<file path="config.mk">
export PLATFORM = sky130hd
export DESIGN_NAME = sensor_board_scanner
export DESIGN_NICKNAME = d
export VERILOG_FILES = /design/src/rtl/sensor_board_scanner_pkg.sv /design/src/rtl/sensor_board_scanner_debounce.sv /design/src/rtl/sensor_board_scanner.sv
export SDC_FILE = /design/constraint.sdc
export NUM_CORES = 1
export LEC_CHECK = 0
export BUFFER_PORTS_ARGS = -buffer_cell sky130_fd_sc_hd__buf_2
export CAP_MARGIN = 30
export CORE_MARGIN = 2
export CORE_UTILIZATION = 55
export DETAILED_ROUTE_END_ITERATION = 10
export PLACE_DENSITY = 0.8
export SYNTH_ARGS = -nofsm -noshare
export SYNTH_HDL_FRONTEND = slang
export SYNTH_HIERARCHICAL = 1
export SYNTH_SLANG_ARGS = --single-unit
</file>
<file path="constraint.sdc">
create_clock -name clk_i -period 2.67 [get_ports clk_i]
set_input_delay 0.4005 -clock clk_i [delete_from_list [all_inputs] [get_ports clk_i]]
set_output_delay 0.4005 -clock clk_i [all_outputs]
set_load 0.05 [all_outputs]
</file>
<file path="src/rtl/sensor_board_scanner_pkg.sv">
// Shared constants and scan FSM encoding for the sensor-board scanner.
package sensor_board_scanner_pkg;

    localparam int          SQUARES     = 32;
    localparam logic [15:0] SENSOR_ADDR = 16'h1001;

    typedef enum logic [2:0] {
        ST_IDLE     = 3'd0,
        ST_LOAD     = 3'd1,
        ST_SHIFT_LO = 3'd2,
        ST_SHIFT_HI = 3'd3,
        ST_DONE     = 3'd4
    } scan_state_e;

    // Bits arrive MSB first: shift index 0 lands in the top square.
    function automatic logic [4:0] sq_bit(input logic [4:0] idx);
        return 5'(SQUARES - 1) - idx;
    endfunction

endpackage

</file>
<file path="src/rtl/sensor_board_scanner_debounce.sv">
// Debounce of complete scan words: board only follows a word seen on enough consecutive scans.
module sensor_debounce
    import sensor_board_scanner_pkg::*;
#(
    parameter int DEBOUNCE_SCANS = 4
) (
    input  logic               clk_i,
    input  logic               rst_ni,
    input  logic               done_i,
    input  logic [SQUARES-1:0] raw_i,
    output logic [SQUARES-1:0] board_o,
    output logic               board_valid_o,
    output logic               changed_o
);

    localparam logic [3:0] DEB_MAX = 4'(DEBOUNCE_SCANS);

    logic [SQUARES-1:0] last_raw_q;
    logic [SQUARES-1:0] board_q;
    logic [3:0]         stable_cnt_q;
    logic               valid_q;
    logic               changed_q;

    logic               same_d;
    logic [3:0]         stable_cnt_d;
    logic               accept_d;

    always_comb begin
        same_d       = (raw_i == last_raw_q);
        stable_cnt_d = 4'd1;
        if (same_d) begin
            stable_cnt_d = (stable_cnt_q >= DEB_MAX) ? DEB_MAX : stable_cnt_q + 4'd1;
        end
        // The very first word is taken unconditionally so the board is never stale-invalid for long.
        accept_d = ((stable_cnt_d >= DEB_MAX) && (raw_i != board_q)) || !valid_q;
    end

    always_ff @(posedge clk_i or negedge rst_ni) begin
        if (!rst_ni) begin
            last_raw_q   <= '0;
            board_q      <= '0;
            stable_cnt_q <= '0;
            valid_q      <= 1'b0;
            changed_q    <= 1'b0;
        end else begin
            changed_q <= 1'b0;
            if (done_i) begin
                stable_cnt_q <= stable_cnt_d;
                if (!same_d) begin
                    last_raw_q <= raw_i;
                end
                if (accept_d) begin
                    board_q   <= raw_i;
                    valid_q   <= 1'b1;
                    changed_q <= 1'b1;
                end
            end
        end
    end

    assign board_o       = board_q;
    assign board_valid_o = valid_q;
    assign changed_o     = changed_q;

endmodule

</file>
<file path="src/rtl/sensor_board_scanner.sv">
// Scans a 32-stage parallel-in shift-register chain and publishes a debounced occupancy word.
module sensor_board_scanner
    import sensor_board_scanner_pkg::*;
#(
    parameter int CLK_DIV        = 50,
    parameter int DEBOUNCE_SCANS = 4
) (
    input  logic        clk_i,
    input  logic        rst_ni,
    input  logic        scan_en_i,
    input  logic        sr_data_i,
    output logic        sr_load_n_o,
    output logic        sr_clk_o,
    output logic [31:0] board_o,
    output logic        board_valid_o,
    output logic        changed_o,
    output logic [2:0]  state_o
);

    localparam logic [9:0] DIV_LAST = 10'(CLK_DIV - 1);

    scan_state_e        state_q, state_d;
    logic [9:0]         div_q, div_d;
    logic [4:0]         idx_q, idx_d;
    logic [SQUARES-1:0] raw_q, raw_d;
    logic               sync1_q, sync2_q;
    logic               sr_load_n_q, sr_load_n_d;
    logic               sr_clk_q, sr_clk_d;
    logic               div_last;

    always_ff @(posedge clk_i or negedge rst_ni) begin
        if (!rst_ni) begin
            sync1_q <= 1'b0;
            sync2_q <= 1'b0;
        end else begin
            sync1_q <= sr_data_i;
            sync2_q <= sync1_q;
        end
    end

    always_comb begin
        state_d  = state_q;
        div_d    = div_q;
        idx_d    = idx_q;
        raw_d    = raw_q;
        div_last = (div_q == DIV_LAST);
        case (state_q)
            ST_IDLE: begin
                div_d = '0;
                if (scan_en_i) begin
                    state_d = ST_LOAD;
                end
            end
            ST_LOAD: begin
                if (div_last) begin
                    div_d   = '0;
                    idx_d   = '0;
                    state_d = ST_SHIFT_LO;
                end else begin
                    div_d = div_q + 10'd1;
                end
            end
            ST_SHIFT_LO: begin
                // Sample at the end of the low phase, furthest from the previous shift edge.
                if (div_last) begin
                    raw_d[sq_bit(idx_q)] = sync2_q;
                    div_d   = '0;
                    state_d = ST_SHIFT_HI;
                end else begin
                    div_d = div_q + 10'd1;
                end
            end
            ST_SHIFT_HI: begin
                if (div_last) begin
                    div_d = '0;
                    if (idx_q == 5'(SQUARES - 1)) begin
                        state_d = ST_DONE;
                    end else begin
                        idx_d   = idx_q + 5'd1;
                        state_d = ST_SHIFT_LO;
                    end
                end else begin
                    div_d = div_q + 10'd1;
                end
            end
            ST_DONE: begin
                div_d   = '0;
                state_d = scan_en_i ? ST_LOAD : ST_IDLE;
            end
            default: begin
                div_d   = '0;
                state_d = ST_IDLE;
            end
        endcase
        // Strobes are decoded from the next state and registered, so they align with the state register.
        sr_load_n_d = (state_d != ST_LOAD);
        sr_clk_d    = (state_d == ST_SHIFT_HI);
    end

    always_ff @(posedge clk_i or negedge rst_ni) begin
        if (!rst_ni) begin
            state_q     <= ST_IDLE;
            div_q       <= '0;
            idx_q       <= '0;
            raw_q       <= '0;
            sr_load_n_q <= 1'b1;
            sr_clk_q    <= 1'b0;
        end else begin
            state_q     <= state_d;
            div_q       <= div_d;
            idx_q       <= idx_d;
            raw_q       <= raw_d;
            sr_load_n_q <= sr_load_n_d;
            sr_clk_q    <= sr_clk_d;
        end
    end

    sensor_debounce #(
        .DEBOUNCE_SCANS(DEBOUNCE_SCANS)
    ) u_debounce (
        .clk_i        (clk_i),
        .rst_ni       (rst_ni),
        .done_i       (state_q == ST_DONE),
        .raw_i        (raw_q),
        .board_o      (board_o),
        .board_valid_o(board_valid_o),
        .changed_o    (changed_o)
    );

    assign sr_load_n_o = sr_load_n_q;
    assign sr_clk_o    = sr_clk_q;
    assign state_o     = state_q;

endmodule
</file>
==> run summary, run 1 <==
* 8 — Initial DRT Pass Iterations
* 402.5 MHz — maximum clock frequency
* 2.97 ns — CP Data Required Time
* 17 — number of buffers created by CTS
* 0.01380 mm^2 — floorplan die area
* 9 — Crit Path Max Fanout
* 27.36% — total global-route track usage
* 0.01262 mm^2 — Floorplan Core Area
* 0.008159 mm^2 — cell area after layout
* 0 — MaxCap Viol Count
* 0 — Post-synth EDFFs
* 124 — TritonCTS sink count
* 688 — synthesized netlist net count
* 0.9150 — placer congestion estimate
* sky130_fd_sc_hd__clkbuf_16 — root buffer cell
* 50.7% — proportion of power drawn by the clock network
* 44.0% — sequential share of power
* 6.248 — DR vias/cell
* built — TritonCTS clock tree
* 5.3% — power share of the combinational group
* 6 — yosys synthesis warning count
* 18460 um — total detailed-routing wirelength
* 0 ns — accumulated negative setup slack
* 123 x sky130_fd_sc_hd__dfrtp_1, 87 x sky130_fd_sc_hd__nand2_1, 67 x sky130_fd_sc_hd__xor2_1 — most used cells in the layout excluding fill and tap cells
* 43 — I/O pin count
* 0.0003899 V — worst IR drop on VDD
* 0 — diodes inserted
* 124 — synthesized flop and latch total
* 64.65% — share of the core filled with cells in the final layout
* 4 — H-tree depth reported by CTS
* 117.5 um — height of the die
* 2.79 ns — data arrival time of the critical path
* 0 — DRC violations left
* 15.19% — area added between synthesis and finish
* 100.0% — Post-synth ARST share
* 0.2425 ns — worst setup timing slack at the placement stage
* 0.09026 ns — final-layout worst hold slack
* 676 — number of instances in the synthesized netlist
* 1 — hold-fix buffers at CTS
* 0 — setup fix buffers added after clock tree synthesis
* 738 — Final Net Count
* 0.9605 ns — worst-margin pin slew
* 0.9989 mW — reported net switching power
* 43.83% — register area share after synthesis
* 0.1854 ns — least setup slack across all paths after layout
* complete, no violations — result of the run
* 549.1 mW/mm^2 — power per unit of standard cell area
* 29.72% — ratio of cells with drive above 1 in the final layout
* 0.007118 ns — final setup skew
* 0.42 ns — clock latency on the worst-skew pair
* 0.007083 mm^2 — synthesized cell area
* 2 — clock tree buffer depth
* primary input to register — worst hold-check path type
* 117.5 um — Die Width
* 4.480 mW — Final Total Pwr
* 539 — Initial DRC Count
* 35.97% — worst slew slack as a fraction of its limit
* 0 — Hold Vio Cnt, Final
* 909 — count of placed standard cells in the final layout, fillers left out
* 2.485 ns — Final min period
* 5679 — Vias
* register — Critical Path Sink Type
* 42 — Port Buffer Count
* 878 — Post-Place Cells
* no — setup repair after global routing missed its margin
* 0 — remaining global-route overflow
* 0 — Final Setup Violations
* 0 — number of max-slew violations in the final report
* 12620 um — half-perimeter wire length after placement
* 4.166 nW — Leakage
* 0 — count of cells resized by post-cts repair
* 0.007565 mm^2 — placed inst area
* 41 — Site Rows
* 0.05 ns — post-CTS clock slew at the launch and capture registers of the worst setup and hold paths
* 22.29% — switching share of total power
* 20.31 um — per-cell routed wire length
* 52 — number of distinct library cells after synthesis
* register to register — Setup Crit Path Kind
* 29770 um — wire length of the first global-routing pass
* 5605 — vias in the first global route
* 93.06% — Period Utilization, post-route
* 0 — number of nets with antenna violations after detailed routing
* register — crit path launch type
* 56.13% — initial standard-cell utilization of the core
* sky130_fd_sc_hd__dfrtp_1 — most common cell after layout, fill and taps aside
* 48 — largest net degree at the start of global routing
* 3.482 mW — internal power consumption
* 10.48 um^2 — synthesized area per cell
* sky130_fd_sc_hd__dfrtp_1 — Most used DFF post-synth
* 0 — number of antenna violations at the first check in global routing
-- cells in the mapped netlist (all sizes together) (9+ instances only) --
| cell | number | area share, % |
|---|---|---|
| nand4 | 10 | 0.88 |
| nor4 | 17 | 1.9 |
| mux2 | 64 | 12 |
| clkbuf | 35 | 2.0 |
| o211ai | 32 | 3.4 |
| a31o | 32 | 4.0 |
| o21ai | 42 | 3.1 |
| nor2 | 38 | 2.0 |
| inv | 9 | 0.48 |
| nand2 | 87 | 4.6 |
| xor2 | 67 | 8.3 |
| o31a | 32 | 4.0 |
| dfrtp | 123 | 43 |
| buf | 16 | 1.7 |
-- flip-flops by register name, indices dropped and copies added, names as in the netlist --
name,flops
sr_load_n_o,1
u_debounce/board_o,32
sr_clk_o,1
state_o,3
raw_q,32
sync2_q,1
u_debounce/stable_cnt_q,4
idx_q,5
u_debounce/last_raw_q,32
sync1_q,1
div_q,10
u_debounce/changed_o,1
u_debounce/board_valid_o,1
-- path summary, 6_finish.rpt --
check / start / end / slack [ns] / depth (start not counted)
min in group asynchronous: rst_ni / u_debounce/board_o[16] / 0.51 / 2
hold reg to reg: sync1_q / sync2_q / 0.35 / 0
max in group asynchronous: rst_ni / sr_load_n_o / 1.36 / 3
setup reg to reg: raw_q[5] / u_debounce/last_raw_q[20] / 0.19 / 6
setup / recovery: raw_q[5] / u_debounce/last_raw_q[20] / 0.19 / 6
hold / removal: sr_data_i / sync1_q / 0.09 / 1
-- logic make-up (layout without fill, tap and decap cells) --
logic type               after synthesis  after routing  synth area share (%)
adder cells (fa/ha/maj)                8              8                 1.413
AND/OR/NAND/NOR                      199            199                 14.18
multiplexers                          64             64                 11.76
XOR/XNOR                              73             73                 9.027
buffers and inverters                 60            121                 4.239
flip-flops                           124            124                 43.83
AO/OA/AOI/OAI                        148            148                 15.55
-- power groups by stage --
stage	clock network (mW)	logic [mW]	registers [mW]
2_1_floorplan	0	0.131	2.00
3_3_place_gp	0	0.223	2.00
3_5_place_dp	0	0.237	2.00
4_1_cts	2.30	0.240	1.97
5_1_grt	2.39	0.272	1.98
6_report	2.27	0.236	1.97
-- cell type report --
type / count / area, um^2
flip-flops and latches: 124 / 3104
clock buffers: 22 / 494.2
multi-input cells: 492 / 3681
fillers: 962 / 4461
repair buffers: 82 / 540.5
inverters: 9 / 33.78
clock inverters: 8 / 90.09
well taps: 172 / 215.2
-- worst max-delay path: stages, from the launching register on --
cell,delay [ns]
sky130_fd_sc_hd__dfrtp_1,0.49
sky130_fd_sc_hd__xor2_1,0.20
sky130_fd_sc_hd__nor4_1,0.45
sky130_fd_sc_hd__nand4_1,0.31
sky130_fd_sc_hd__o21ai_4,0.33
sky130_fd_sc_hd__buf_4,0.28
sky130_fd_sc_hd__mux2_4,0.32
-- per-layer routing --
layer | GRT usage (%) | up-vias | wire length [um]
li1 | - | 2543 | -
met3 | 6.831 | 48 | 1335
met4 | 11.90 | 0 | 610
met5 | 0 | - | 0
met2 | 43.38 | 276 | 8977
met1 | 35.81 | 2812 | 7535
Power figures use the tool's default switching activity.
==> run 2: changes to the inputs <==
--- a/config.mk
+++ b/config.mk
@@ -9,6 +9,7 @@
 export CAP_MARGIN = 30
 export CORE_MARGIN = 2
 export CORE_UTILIZATION = 55
+export CTS_BUF_LIST = sky130_fd_sc_hd__clkbuf_4 sky130_fd_sc_hd__clkbuf_8
 export DETAILED_ROUTE_END_ITERATION = 10
 export PLACE_DENSITY = 0.8
 export SYNTH_ARGS = -nofsm -noshare
==> run 2 against run 1 <==
Critical path type unchanged. Register-to-register slack is essentially flat. Via count shrank 0.25%. Global-route usage grew 0.075 points. Core utilization shrank 1.5 points. Hold slack lost 0.047 ns. Wire length shrank 0.14%. Sequential share of layout area grew 0.88 points. Combinational power is essentially flat. Flip-flop and latch count is the same. Largest cell class unchanged. Setup slack lost 0.0098 ns. Critical path depth is the same.
==> run summary, run 2 (same netlist as run 1, synthesis figures left out) <==
* 0 — DRC violations left, unchanged
* 0 — number of nets with antenna violations after detailed routing, unchanged
* 4 — H-tree depth reported by CTS, unchanged
* 0.007974 mm^2 — cell area after layout, -2.3%
* no — setup repair after global routing missed its margin
* 400.9 MHz — maximum clock frequency, -0.39%
* 0.007565 mm^2 — placed inst area, unchanged
* 18430 um — total detailed-routing wirelength, -0.14%
* 48 — largest net degree at the start of global routing, unchanged
* 0 — MaxCap Viol Count, unchanged
* 0 — Final Setup Violations, unchanged
* 0.9150 — placer congestion estimate, unchanged
* register — crit path launch type
* 0 — number of antenna violations at the first check in global routing, unchanged
* 29.85% — ratio of cells with drive above 1 in the final layout, +0.14 points
* 5 — Initial DRT Pass Iterations, -3
* 9 — Crit Path Max Fanout, unchanged
* 20.28 um — per-cell routed wire length, -0.14%
* 12.58% — area added between synthesis and finish
* 0.9833 ns — worst-margin pin slew, +0.02278 ns
* 5630 — vias in the first global route, +0.45%
* 42 — Port Buffer Count, unchanged
* primary input to register — worst hold-check path type
* 2.85 ns — data arrival time of the critical path, +0.06 ns
* 0.01380 mm^2 — floorplan die area, unchanged
* 34.45% — worst slew slack as a fraction of its limit, -1.5 points
* 6.232 — DR vias/cell, -0.25%
* 0.04329 ns — final-layout worst hold slack, -0.04697 ns
* 27.43% — total global-route track usage, +0.075 points
* 2 — clock tree buffer depth, unchanged
* complete, no violations — result of the run
* 0 — setup fix buffers added after clock tree synthesis, unchanged
* 56.13% — initial standard-cell utilization of the core, unchanged
* 117.5 um — Die Width, unchanged
* 485.4 mW/mm^2 — power per unit of standard cell area, -12%
* 0 — remaining global-route overflow, unchanged
* 117.5 um — height of the die, unchanged
* 0.07 ns — post-CTS clock slew at the launch and capture registers of the worst setup and hold paths, +0.02 ns
* 0 — diodes inserted, unchanged
* 974 — total of fill cells in the finished design, +1.2%
* 41 — Site Rows, unchanged
* 2.494 ns — Final min period, +0.009763 ns
* 0.01262 mm^2 — Floorplan Core Area, unchanged
* 484 — Initial DRC Count, -10%
* 3.03 ns — CP Data Required Time, +0.06 ns
* 124 — TritonCTS sink count, unchanged
* built — TritonCTS clock tree
* sky130_fd_sc_hd__clkbuf_8 — root buffer cell
* 123 x sky130_fd_sc_hd__dfrtp_1, 87 x sky130_fd_sc_hd__nand2_1, 67 x sky130_fd_sc_hd__xor2_1 — most used cells in the layout excluding fill and tap cells
* 43 — I/O pin count, unchanged
* 0.47 ns — clock latency on the worst-skew pair, +0.05 ns
* register — Critical Path Sink Type
* 0 ns — accumulated negative setup slack, unchanged
* 17 — number of buffers created by CTS, unchanged
* sky130_fd_sc_hd__dfrtp_1 — most common cell after layout, fill and taps aside
* 0.01344 ns — final setup skew, +0.006324 ns
* 0 — Hold Vio Cnt, Final, unchanged
* 738 — Final Net Count, unchanged
* 12620 um — half-perimeter wire length after placement, unchanged
* 4.080 nW — Leakage, -2.1%
* register to register — Setup Crit Path Kind
* 0.0003473 V — worst IR drop on VDD, -11%
* 93.42% — Period Utilization, post-route, +0.37 points
* 29680 um — wire length of the first global-routing pass, -0.30%
* 5665 — Vias, -0.25%
* 0 — number of max-slew violations in the final report, unchanged
run 2: area by class of cell:
type | instances | area (um^2) | area share (%)
multi-input combinational | 492 | 3687 | 46.24
sequential | 124 | 3104 | 38.93
timing repair buffer | 82 | 540.5 | 6.779
clock buffer | 22 | 302.8 | 3.797
tap | 172 | 215.2 | 2.699
clock inverter | 8 | 90.09 | 1.130
inverter | 9 | 33.78 | 0.4237
run 2: where the power goes:
part | internal [mW] | switching [mW] | leakage, nW
Sequential | 1.92 | 0.0527 | 1.71
Clock | 0.932 | 0.734 | 0.210
Combinational | 0.0882 | 0.148 | 2.16
Total | 2.94 | 0.935 | 4.08
run 2: metrics by stage:
| step | power, mW | cells | setup slack (ns) | util, % |
|---|---|---|---|---|
| after detailed placement | 2.240 | 878 | 0.2425 | 59.94 |
| after global routing | 4.015 | 909 | 0.1014 | 63.19 |
| after floorplan | 2.126 | 676 | 0.1751 | - |
| final | 3.871 | 909 | 0.1756 | 63.19 |
| after CTS | 3.895 | 909 | 0.1920 | 63.14 |
| after global placement | 2.223 | 878 | 0.3208 | 59.94 |
run 2: critical path: stages (launching register included):
cell	delay, ns
sky130_fd_sc_hd__dfrtp_1	0.49
sky130_fd_sc_hd__xor2_1	0.19
sky130_fd_sc_hd__nor4_1	0.46
sky130_fd_sc_hd__nand4_1	0.31
sky130_fd_sc_hd__o21ai_4	0.33
sky130_fd_sc_hd__buf_4	0.28
sky130_fd_sc_hd__mux2_4	0.32
run 2: final timing paths:
kind                       startpoint                        end  slack [ns]  cells after the start
setup / recovery             raw_q[5]  u_debounce/last_raw_q[22]        0.18                      6
min in group asynchronous      rst_ni     u_debounce/board_o[16]        0.46                      2
setup reg to reg             raw_q[5]  u_debounce/last_raw_q[22]        0.18                      6
max in group asynchronous      rst_ni                sr_load_n_o        1.42                      3
hold / removal              sr_data_i                    sync1_q        0.04                      1
hold reg to reg               sync1_q                    sync2_q        0.36                      0
run 2: metal layers:
layer | part of all wire (%) | global-route usage (%)
met4 | 3.6 | 12.80
met3 | 7.9 | 8.043
met5 | 0 | 0
met2 | 48 | 42.58
met1 | 41 | 35.55
run 2: what timing repair did:
item,in CTS,in global routing
hold buffers,1,0
endpoints found under the hold margin,36,0
resized for setup,0,1
setup endpoints to repair,0,9
==> run 3: changes to the inputs <==
--- a/config.mk
+++ b/config.mk
@@ -7,6 +7,7 @@
 export LEC_CHECK = 0
 export BUFFER_PORTS_ARGS = -buffer_cell sky130_fd_sc_hd__buf_2
 export CAP_MARGIN = 30
+export CORE_ASPECT_RATIO = 1.75
 export CORE_MARGIN = 2
 export CORE_UTILIZATION = 55
 export CTS_BUF_LIST = sky130_fd_sc_hd__clkbuf_4 sky130_fd_sc_hd__clkbuf_8
==> run 3 against run 2 <==
Register-to-register slack got worse by 0.03 ns. Flip-flop and latch count stayed put. Global-route usage is 0.40 points higher. Sequential share of layout area is 0.32 points higher. Cell count down 1.1%. Via count decreased by 0.65%. Wire length increased by 1.5%. Hold slack got worse by 0.025 ns. Count of clock-buffer cells in the layout fell by 2. Clock power is essentially flat. Power shrank 0.49%. Highest routed layer unchanged.
==> run summary, run 3 (same netlist as run 1, synthesis figures left out) <==
* 124 — TritonCTS sink count, unchanged
* 0 ns — accumulated negative setup slack, unchanged
* 43 — I/O pin count, unchanged
* complete, no violations — result of the run
* 0 — diodes inserted, unchanged
* 29.27% — ratio of cells with drive above 1 in the final layout, -0.58 points
* register — Critical Path Sink Type
* 20.82 um — per-cell routed wire length, +2.7%
* 2 — clock tree buffer depth, unchanged
* 154.1 um — height of the die, +31%
* 66 — largest net degree at the start of global routing, +38%
* built — TritonCTS clock tree
* 123 x sky130_fd_sc_hd__dfrtp_1, 87 x sky130_fd_sc_hd__nand2_1, 67 x sky130_fd_sc_hd__xor2_1 — most used cells in the layout excluding fill and tap cells
* 0 — number of antenna violations at the first check in global routing, unchanged
* 0.007909 mm^2 — cell area after layout, -0.82%
* 54 — Site Rows, +32%
* 94.50% — Period Utilization, post-route, +1.1 points
* 0 — MaxCap Viol Count, unchanged
* 51.1% — sequential share of power, +0.2 points
* sky130_fd_sc_hd__dfrtp_1 — most common cell after layout, fill and taps aside
* 999 — total of fill cells in the finished design, +2.6%
* 4.026 nW — Leakage, -1.3%
* 42 — Port Buffer Count, unchanged
* 24.81% — switching share of total power, +0.67 points
* 0.007515 mm^2 — placed inst area, -0.66%
* 2.523 ns — Final min period, +0.02875 ns
* 0 — DRC violations left, unchanged
* 0.01384 mm^2 — floorplan die area, +0.26%
* 0.9559 mW — reported net switching power, +2.3%
* primary input to asynchronous set/reset pin — worst hold-check path type
* 0.003681 mm^2 — area taken by multi-input logic gates, -0.17%
* 0.9581 — placer congestion estimate, +4.7%
* 0.15 ns — Register-to-Register Setup Slack, -0.03 ns
* 0 — remaining global-route overflow, unchanged
* 0.003104 mm^2 — Reg area, unchanged
* no — setup repair after global routing missed its margin
* 6 — Worst Reg2Reg Path Length in Cells, unchanged
* 2.896 mW — internal power consumption, -1.4%
* 0.01814 ns — final-layout worst hold slack, -0.02515 ns
* 2.85 ns — data arrival time of the critical path, about the same
* 0 — Hold Vio Cnt, Final, unchanged
* sky130_fd_sc_hd__clkbuf_8 — root buffer cell
* 4 — H-tree depth reported by CTS, unchanged
* 395 — Initial DRC Count, -18%
* 0 — Final Setup Violations, unchanged
* raw_q[20] — launch instance of the worst register-to-register path
* u_debounce/last_raw_q[7] — reg-to-reg endpoint
* 0.07 ns — post-CTS clock slew at the launch and capture registers of the worst setup and hold paths, about the same
* 56.67% — initial standard-cell utilization of the core, +0.54 points
* 0.0005376 V — worst IR drop on VDD, +55%
* 5897 — vias in the first global route, +4.7%
* 17 — number of buffers created by CTS, unchanged
* 0 — count of cells resized by post-cts repair, unchanged
* 0 — number of max-slew violations in the final report, unchanged
* 18720 um — total detailed-routing wirelength, +1.5%
* 89.79 um — Die Width, -24%
* 0.9597 ns — worst-margin pin slew, -0.02354 ns
* 30330 um — wire length of the first global-routing pass, +2.2%
* 5628 — Vias, -0.65%
* register — crit path launch type
* 5 — Initial DRT Pass Iterations, unchanged
* 8 — Crit Path Max Fanout, -1
* 6.260 — DR vias/cell, +0.45%
* 487.1 mW/mm^2 — power per unit of standard cell area, +0.33%
* 0 — hold-fix buffers at CTS, -1
* 3.00 ns — CP Data Required Time, -0.03 ns
* 0 — number of nets with antenna violations after detailed routing, unchanged
* 27.84% — total global-route track usage, +0.40 points
* 0.01541 ns — final setup skew, +0.001966 ns
* 11.66% — area added between synthesis and finish
* 36.02% — worst slew slack as a fraction of its limit, +1.6 points
* 0 — setup fix buffers added after clock tree synthesis, unchanged
* register to register — Setup Crit Path Kind
* 0.01250 mm^2 — Floorplan Core Area, -0.95%
* 396.3 MHz — maximum clock frequency, -1.1%
* 12720 um — half-perimeter wire length after placement, +0.79%
* 0.45 ns — clock latency on the worst-skew pair, -0.02 ns
* 731 — Final Net Count, -0.95%
* 42.7% — proportion of power drawn by the clock network, -0.3 points
* 6.1% — power share of the combinational group, about the same
run 3: cell count changes in the layout (fill, tap and decap cells not counted), sizes merged:
cell	before	now
buf	81	75
clkinvlp	0	4
clkbuf	22	20
clkinv	6	5
dlygate4sd3	1	0
run 3: power groups by stage:
| stage | Clock (mW) | Combinational (mW) | Sequential, mW |
|---|---|---|---|
| after global placement | 0 | 0.223 | 2.00 |
| after floorplan | 0 | 0.131 | 2.00 |
| after CTS | 1.66 | 0.240 | 1.97 |
| after global routing | 1.75 | 0.264 | 1.98 |
| final | 1.65 | 0.236 | 1.97 |
| after detailed placement | 0 | 0.240 | 2.00 |
run 3: through the flow:
stage / utilization, % / total power, mW / setup WS, ns / instances
2_1_floorplan: - / 2.126 / 0.1751 / 676
3_3_place_gp: 60.12 / 2.222 / 0.3087 / 868
3_5_place_dp: 60.12 / 2.245 / 0.2223 / 868
4_1_cts: 63.27 / 3.870 / 0.2146 / 899
5_1_grt: 63.27 / 3.989 / 0.07543 / 899
6_report: 63.27 / 3.852 / 0.1469 / 899
run 3: layout make-up:
cell class	instances	share of cell area, %
inverter	9	0.4271
multi-input combinational	492	46.54
tap	168	2.658
sequential	124	39.25
clock inverter	11	1.503
timing repair buffer	75	6.138
clock buffer	20	3.480
run 3: metal layers:
layer	vias up	GRT usage (%)	share of wire [%]
met5	-	0	0
met4	0	17.73	5.6
met3	68	4.704	4.2
met2	216	50.18	54
met1	2828	30.03	36
li1	2516	-	-
run 3: worst max-delay path, cell delays in order (launching register included):
cell,delay [ns]
sky130_fd_sc_hd__dfrtp_1,0.47
sky130_fd_sc_hd__xor2_1,0.19
sky130_fd_sc_hd__nor4_1,0.42
sky130_fd_sc_hd__nand4_1,0.32
sky130_fd_sc_hd__o21ai_4,0.41
sky130_fd_sc_hd__buf_4,0.28
sky130_fd_sc_hd__mux2_4,0.32
run 3: how the worst max path moves through the flow:
| stage | from | endpoint | slack (ns) | cells after the start |
|---|---|---|---|---|
| CTS | raw_q[20] | u_debounce/last_raw_q[7] | 0.21 | 6 |
| detailed placement | raw_q[5] | u_debounce/last_raw_q[7] | 0.22 | 6 |
| global route | raw_q[25] | u_debounce/last_raw_q[7] | 0.08 | 6 |
| floorplan | state_o[0] | u_debounce/board_o[0] | 0.18 | 10 |
| finish | raw_q[20] | u_debounce/last_raw_q[7] | 0.15 | 6 |
| global placement | raw_q[25] | u_debounce/last_raw_q[19] | 0.31 | 6 |
